===== config.mk =====
export PLATFORM = sky130hd
export DESIGN_NAME = serial_rx
export DESIGN_NICKNAME = d
export VERILOG_FILES = /design/src/rtl/serial_rx.sv
export SDC_FILE = /design/constraint.sdc
export NUM_CORES = 1
export LEC_CHECK = 0
export ABC_AREA = 0
export BUFFER_PORTS_ARGS = -buffer_cell sky130_fd_sc_hd__buf_4
export CAP_MARGIN = 20
export CELL_PAD_IN_SITES_DETAIL_PLACEMENT = 0
export CELL_PAD_IN_SITES_GLOBAL_PLACEMENT = 1
export CORE_AREA = 2 2 65 67
export DETAILED_ROUTE_END_ITERATION = 16
export DIE_AREA = 0 0 67 69
export PLACE_DENSITY = 0.71
export SYNTH_ARGS = -nofsm -noshare
export SYNTH_HDL_FRONTEND = slang
export SYNTH_SLANG_ARGS = --single-unit

===== constraint.sdc =====
create_clock -name clk -period 1.48 [get_ports clk]
set_input_delay 0.296 -clock clk [delete_from_list [all_inputs] [get_ports clk]]
set_output_delay 0.296 -clock clk [all_outputs]
set_load 0.05 [all_outputs]

===== src/rtl/serial_rx.sv =====
// -----------------------------------------------------------------------------
// serial_rx
// UART receiver: 8 data bits LSB first, one start bit, NUM_STOP_BITS stop bits,
// no parity. Bit timing is derived from CLK_FREQ / BAUD_RATE. The start bit is
// re-checked at its centre and every later bit is sampled at its centre.
//
// Parameters
//   CLK_FREQ       system clock frequency in Hz
//   BAUD_RATE      line bit rate in bit/s (CLK_FREQ/BAUD_RATE must be >= 4)
//   NUM_STOP_BITS  stop bits expected per frame (1 or 2)
//
// Ports
//   clk          system clock, all logic on rising edge
//   rst          synchronous, active-high reset
//   en           receive enable, only looked at while idle
//   rx           asynchronous serial line, idle high
//   data_out     last correctly received byte
//   valid        one-cycle pulse, data_out updated in this cycle
//   busy         high while a frame is in progress
//   frame_error  one-cycle pulse, a stop bit was sampled low
// -----------------------------------------------------------------------------
module serial_rx #(
    parameter int CLK_FREQ      = 25_000_000,
    parameter int BAUD_RATE     = 115_200,
    parameter int NUM_STOP_BITS = 1
) (
    input  logic       clk,
    input  logic       rst,
    input  logic       en,
    input  logic       rx,
    output logic [7:0] data_out,
    output logic       valid,
    output logic       busy,
    output logic       frame_error
);

    localparam int CLKS_PER_BIT = CLK_FREQ / BAUD_RATE;
    localparam int HALF         = CLKS_PER_BIT / 2;
    localparam int CW           = $clog2(CLKS_PER_BIT);

    // Terminal counts for the half-bit start check and the full-bit sample.
    localparam logic [CW-1:0] HALF_LAST = CW'(HALF - 1);
    localparam logic [CW-1:0] BIT_LAST  = CW'(CLKS_PER_BIT - 1);
    // Value of the 1-bit stop counter at the final stop-bit sample.
    localparam logic          STOP_LAST = (NUM_STOP_BITS == 2) ? 1'b1 : 1'b0;

    typedef enum logic [1:0] {
        IDLE  = 2'd0,
        START = 2'd1,
        DATA  = 2'd2,
        STOP  = 2'd3
    } state_t;

    // Synchroniser stages; rx_sync_r is the only view of the line the FSM uses.
    logic         rx_meta_r;
    logic         rx_sync_r;

    // FSM state and datapath registers.
    state_t       state_r;
    logic [CW-1:0] cnt_r;
    logic [2:0]   bit_idx_r;
    logic         stop_cnt_r;
    logic [7:0]   shift_r;
    logic         err_r;
    logic [7:0]   data_r;
    logic         valid_r;
    logic         busy_r;
    logic         ferr_r;

    // Next-state values computed by the combinational process.
    state_t       state_s;
    logic [CW-1:0] cnt_s;
    logic [2:0]   bit_idx_s;
    logic         stop_cnt_s;
    logic [7:0]   shift_s;
    logic         err_s;
    logic [7:0]   data_s;
    logic         valid_s;
    logic         busy_s;
    logic         ferr_s;
    logic         bit_tick_s;

    // Two-flop synchroniser for the asynchronous line, idles high.
    always_ff @(posedge clk) begin
        if (rst) begin
            rx_meta_r <= 1'b1;
            rx_sync_r <= 1'b1;
        end else begin
            rx_meta_r <= rx;
            rx_sync_r <= rx_meta_r;
        end
    end

    // Next-state, datapath and output decode for the receive FSM.
    always_comb begin
        state_s    = state_r;
        cnt_s      = cnt_r;
        bit_idx_s  = bit_idx_r;
        stop_cnt_s = stop_cnt_r;
        shift_s    = shift_r;
        err_s      = err_r;
        data_s     = data_r;
        valid_s    = 1'b0;
        ferr_s     = 1'b0;
        bit_tick_s = (cnt_r == BIT_LAST);

        case (state_r)
            IDLE: begin
                if (en && !rx_sync_r) begin
                    cnt_s   = {CW{1'b0}};
                    state_s = START;
                end else begin
                    state_s = IDLE;
                end
            end

            START: begin
                if (cnt_r == HALF_LAST) begin
                    cnt_s = {CW{1'b0}};
                    if (!rx_sync_r) begin
                        // Start bit still low at its centre: a real frame.
                        bit_idx_s = 3'd0;
                        err_s     = 1'b0;
                        state_s   = DATA;
                    end else begin
                        // Line bounced back high: treat as a glitch.
                        state_s = IDLE;
                    end
                end else begin
                    cnt_s = cnt_r + CW'(1);
                end
            end

            DATA: begin
                if (bit_tick_s) begin
                    cnt_s   = {CW{1'b0}};
                    shift_s = {rx_sync_r, shift_r[7:1]};
                    if (bit_idx_r == 3'd7) begin
                        stop_cnt_s = 1'b0;
                        state_s    = STOP;
                    end else begin
                        bit_idx_s = bit_idx_r + 3'd1;
                    end
                end else begin
                    cnt_s = cnt_r + CW'(1);
                end
            end

            STOP: begin
                if (bit_tick_s) begin
                    cnt_s = {CW{1'b0}};
                    if (stop_cnt_r == STOP_LAST) begin
                        // Leave at mid-stop-bit so a back-to-back start edge,
                        // half a bit later, is still seen from IDLE.
                        state_s = IDLE;
                        err_s   = 1'b0;
                        if (err_r || !rx_sync_r) begin
                            ferr_s = 1'b1;
                        end else begin
                            valid_s = 1'b1;
                            data_s  = shift_r;
                        end
                    end else begin
                        stop_cnt_s = stop_cnt_r + 1'b1;
                        err_s      = err_r | ~rx_sync_r;
                    end
                end else begin
                    cnt_s = cnt_r + CW'(1);
                end
            end

            default: begin
                state_s = IDLE;
                cnt_s   = {CW{1'b0}};
            end
        endcase

        // busy is registered from the next state so it tracks state_r exactly.
        busy_s = (state_s != IDLE);
    end

    // State, datapath and registered output update.
    always_ff @(posedge clk) begin
        if (rst) begin
            state_r    <= IDLE;
            cnt_r      <= {CW{1'b0}};
            bit_idx_r  <= 3'd0;
            stop_cnt_r <= 1'b0;
            shift_r    <= 8'h00;
            err_r      <= 1'b0;
            data_r     <= 8'h00;
            valid_r    <= 1'b0;
            busy_r     <= 1'b0;
            ferr_r     <= 1'b0;
        end else begin
            state_r    <= state_s;
            cnt_r      <= cnt_s;
            bit_idx_r  <= bit_idx_s;
            stop_cnt_r <= stop_cnt_s;
            shift_r    <= shift_s;
            err_r      <= err_s;
            data_r     <= data_s;
            valid_r    <= valid_s;
            busy_r     <= busy_s;
            ferr_r     <= ferr_s;
        end
    end

    assign data_out    = data_r;
    assign valid       = valid_r;
    assign busy        = busy_r;
    assign frame_error = ferr_r;

endmodule


Word level (Yosys, flattened, before mapping)
Index checks and enable logic that the tools add are counted.
- ROM bits: 0
- memory bits (writable): 0
- bits of input ports: 4
- latch bits: 0
- memories: 0
- word-level logic and storage cells: 78
- output and inout port bits: 11
- register bits after elaboration: 36
- multipliers: 0
- add/sub/neg operators: 3
- divide/modulo/power cells: 0
- shift-type cells: 0
- equal/unequal tests: 13
- reductions and logical operators: 15
- order comparisons: 0
- muxes and demuxes: 29
- bitwise operators: 6
- operators with widths (kind ; count):
    8-bit two-way mux ; 3
    8-bit case mux with 3 select lines ; 1
    2-bit != test (second input constant) ; 7
    2-bit two-way mux ; 6
    3-bit two-way mux ; 4
    4-bit AND reduction ; 3
    1-bit two-way mux ; 11
    8-bit by 1-bit adder with 8-bit output (second input constant) ; 1
    8-bit by 7-bit equality test with 1-bit output (second input constant) ; 1
    8-bit equality test (second input constant) ; 1
    2-bit case mux with 4 select lines ; 1
    2-bit nonzero test ; 4
    3-bit case mux with 2 select lines ; 1
    1-bit inverter ; 5
    5-bit AND reduction ; 1
    2-bit equality test (second input constant) ; 2
    1-bit case mux with 2 select lines ; 2
    4-bit OR reduction ; 1
    3-bit by 1-bit adder with 3-bit output (second input constant) ; 1
    3-bit equality test (second input constant) ; 1
    2-bit by 1-bit equality test with 1-bit output (second input constant) ; 1
    2-bit logical NOT ; 1
    2-bit AND reduction ; 1
    2-bit OR reduction ; 1
    other kinds (5) ; 5

Logic depth before layout (Yosys ltp)
- depth after elaboration: 5
- gate-level depth with buffers: 8
- depth with buffers taken out: 6

Worst setup path before layout
Ideal clock, no wire load.
- path kind: register to register
- start point: reg cnt_r[0]
- end point: reg cnt_r[5]
- clock period less this slack: 1638 ps
- path slack: -158 ps
- library setup time: 95 ps
- data required time: 1385 ps
- path buffers: 1
- stages on the path, launching flop included: 8
- data arrival time: 1542 ps
- cell sequence: dfxtp_1 -> inv_1 -> ha_1 -> and4_1 -> buf_4 -> a21boi_2 -> o21ai_1 -> a221oi_1
- cells in the longest elaborated chain, start to end: 3
- elaborated cells between the ends (all ways): 6
- classes of those cells: add/sub: 1; eq/ne: 2; mux: 3
- ends and longest elaborated chain (element ; RTL line ; text):
    from (decl) ; 60 ; logic [CW-1:0] cnt_r;
    from (signal assigned) ; 186 ; cnt_r <= {CW{1'b0}};
    from (signal assigned) ; 197 ; cnt_r <= cnt_s;
    8-bit by 1-bit adder with 8-bit output (tied with other cells) ; 130, 145, 168 ;
    8-bit two-way mux (on tied branches) ; 135, 150, 118 ;
    8-bit case mux with 3 select lines * ; 107 ; case (state_r)
Every way passes the cells marked *; elsewhere a longest branch is shown, timed or not.
A chain may end at the register's enable or synchronous reset.

Worst setup path in the final report
- start point: reg cnt_r[0]
- end point: reg state_r[0]
- cells in the longest elaborated chain, start to end: 3
- elaborated cells between the ends (all ways): 6
- classes of those cells: eq/ne: 2; mux: 4
- ends and longest elaborated chain (element ; RTL line ; text):
    8-bit equality test or 8-bit by 7-bit equality test with 1-bit output (tied branches) ; 105, 118 ;
    2-bit two-way mux (on tied branches) ; 150, 118, 135 ;
    2-bit case mux with 4 select lines * ; 107 ;
    to (signal assigned) ; 196 ; state_r <= state_s;
    to (decl) ; 59 ; state_t state_r;
Marks and branches as above.

==> results.md <==
* Status: finished, violations left
* PnR worst setup slack at -0.0781 ns
* Pwr dens at 803 nW/um^2
* Fmax at 0.642 GHz
* IO Pins at 15
* Area occupied by multi-input gates at 843 sq um
* LEAKAGE at 0.835 nW
* Core ar. at 3910 sq um
* Drt first pass iters at 4
* Main synth FF type: dfxtp_1
* WHS at 0.198 ns
* End point of the critical path: state_r[0]
* First-pass GRT wire length at 5570 um
* FF-to-FF path depth at 6
* Final cycle utilization of the critical path at 105%
* Largest net degree at the start of global routing at 35
* Reg2reg setup slack at -0.08 ns
* Synth area leaders: dfxtp_1 (45%), mux2i_1 (11%), nor2_1 (5.5%)
* CTS tree: built
* FF+latch area at 684 sq um
* Synth async-reset ratio at 0%
* Distinct cells, synth at 43
* NumNets Final at 214
* Post-synth EDFFs at 0
* Avg Inst Size Synth at 9.40 sq um
* DR iter-0 viols at 70
* Inserted Diodes at 0
* Crit path launch type: flop
* HPWL after DPL at 2270 um
* Data arrival, critical path at 1.76 ns
* Cell chosen for the clock root: clkbuf_8
* Synthesized Nets at 169
* RSZ-0062 raised after global routing: true
* Sequential share of the synthesized area at 45.0%
* Synth Cell Area at 1510 sq um
* Hold Buf Count CTS at 0
* Via density at 5.09
* GRT overflow at 0
* Cells after synthesis at 161
* Routed len/inst at 12.8 um
* Die width at 67 um
* Filler cell count at 375
* CP Class: reg -> reg
* Worst-path clk slew at 0.07 ns
* R2R Path Start: cnt_r[0]
* Gr usage total at 15.9%
* Fin. max-slew vios at 0
* Routed Antenna Nets at 0
* Worst slew pin tran at 0.355 ns
* Vias in the first global route at 1234
* Starting Density at 38.7%
* Yosys reg bits at 34
* GPL Wtd Cong at 0.740
* CTS Buffer Depth at 2
* Fin crit period at 1.56 ns
* Post-synth top area share at 45.0%
* # setup viols final at 25
* Clk Latency, worst-skew pair at 0.29 ns
* Initial antenna violation count at 0
* DRC Markers at 0
* Peak supply drop at 705 uV
* Failing checks: setup timing
* Worst Path Required at 1.68 ns
* Vias at 1308
* Critical Path Start: cnt_r[0]
* Sink Count at 34
* Tot Pwr at 1.69 mW
* Crit. End Element: flop
* Die area at 4620 sq um
* Reg2reg end: state_r[0]
* YS warnings at 0
* CTS buffer count at 5
* Max_cap viols at 0
* Share of cells above drive strength 1 at 37.2%
* Overall die height at 69 um
* Hold Path Class: in -> reg
* Synth area leader: dfxtp_1
* CP Max Fanout at 6
* I/O Buffers at 14
* Final Hold Viols at 0
* Final WL at 3300 um
* H-tree depth at 2
* Layout area overhead at 39.1%
* Slew HR at 76.3%
* Clk_skew at 0.00787 ns
* # rows at 23
cells by family after synthesis:
group	after synthesis	share of synthesized area, %
compound gates	30	14.2
fa+ha+maj	4	3.31
buf+inv	13	3.64
flops	34	45.0
mux	16	10.6
simple gates	64	23.2
state kept, by name, indices dropped and copies added, names as in the netlist:
name and count:
data_out 8, cnt_r 8, frame_error 1, rx_meta_r 1
rx_sync_r 1, bit_idx_r 3, valid 1, shift_r 8
state_r 2, busy 1
power by group:
| part | switching, mW | internal (mW) | total [mW] |
|---|---|---|---|
| sequential | 0.00284 | 0.921 | 0.924 |
| clock | 0.319 | 0.375 | 0.694 |
| combinational | 0.0413 | 0.0313 | 0.0726 |
routing by layer:
layer / global-route usage [%] / wire length (um) / part of all wire [%]
met3: 4.73 / 79 / 2.4
met4: 8.16 / 54 / 1.6
met5: 0 / 0 / 0
met2: 24.6 / 1580 / 48
met1: 19.5 / 1590 / 48
metrics by stage:
step	cell area, sq um	std cells	TNS (ns)	util, %	worst slack (ns)
2_1_floorplan	1540	161	-0.273	-	-0.129
3_3_place_gp	1890	244	-3.36	48.2	-0.182
3_5_place_dp	1890	244	-4.17	48.2	-0.224
4_1_cts	2060	254	-1.09	52.6	-0.111
5_1_grt	2100	257	-2.86	53.8	-0.140
6_report	2100	257	-0.758	53.8	-0.0781
cells in the final DEF, fill, tap and decap left out, types with 2 or more instances in the layout:
master,instances
inv_2,2
dfxtp_1,31
a21oi_1,8
buf_6,8
dfxtp_2,3
inv_1,2
nand2_1,9
o22ai_1,4
buf_4,37
nand3b_1,2
and3_1,3
clkbuf_8,6
o211ai_1,4
buf_12,2
or2_2,2
and2_1,2
nor2b_1,3
nor4_1,2
nor3_1,3
nor2_1,22
nand3_1,4
ha_1,2
mux2i_1,16
a31oi_1,2
area by class of cell:
cell class / instances / area share, %
Inverter: 4 / 0.713
Multi-Input combinational cell: 114 / 40.1
Timing Repair Buffer: 47 / 19.4
Clock inverter: 1 / 0.238
Tap cell: 50 / 2.97
Clock buffer: 7 / 4.10
Sequential cell: 34 / 32.5
repair_timing:
item,in CTS,in global routing
pin swaps,12,4
setup endpoints to repair,30,30
gates resized for setup,17,5
buffers inserted,2,3
worst max-delay path, stage by stage (launching register included):
cell and delay, ns:
dfxtp_2 0.33, inv_2 0.05, ha_2 0.15, and4_4 0.25
nand2_4 0.06, or4b_4 0.49, a31oi_1 0.15
worst min-delay path by stage:
stage,from,end,slack [ns],depth (start not counted)
4_1_cts,rx,rx_meta_r,0.19,2
3_5_place_dp,rx_meta_r,rx_sync_r,0.40,1
2_1_floorplan,rx_meta_r,rx_sync_r,0.39,1
3_3_place_gp,rx_meta_r,rx_sync_r,0.39,1
6_report,rx,rx_meta_r,0.20,2
5_1_grt,rx,rx_meta_r,0.19,2
Yosys cell counts, types with 2 or more instances:
cell type  number
clkbuf_1        6
inv_1           3
ha_1            4
dfxtp_1        34
o22ai_1         5
nand3b_1        2
nor3_1          3
buf_2           2
and2_1          2
a21oi_1         8
nor4_1          2
or2_2           2
nand3_1         6
nor2b_1         3
a31oi_1         2
nand2_1         9
nor2_1         22
and3_1          3
o211ai_1        4
mux2i_1        16
No activity file was read; power rests on OpenSTA's default activity.
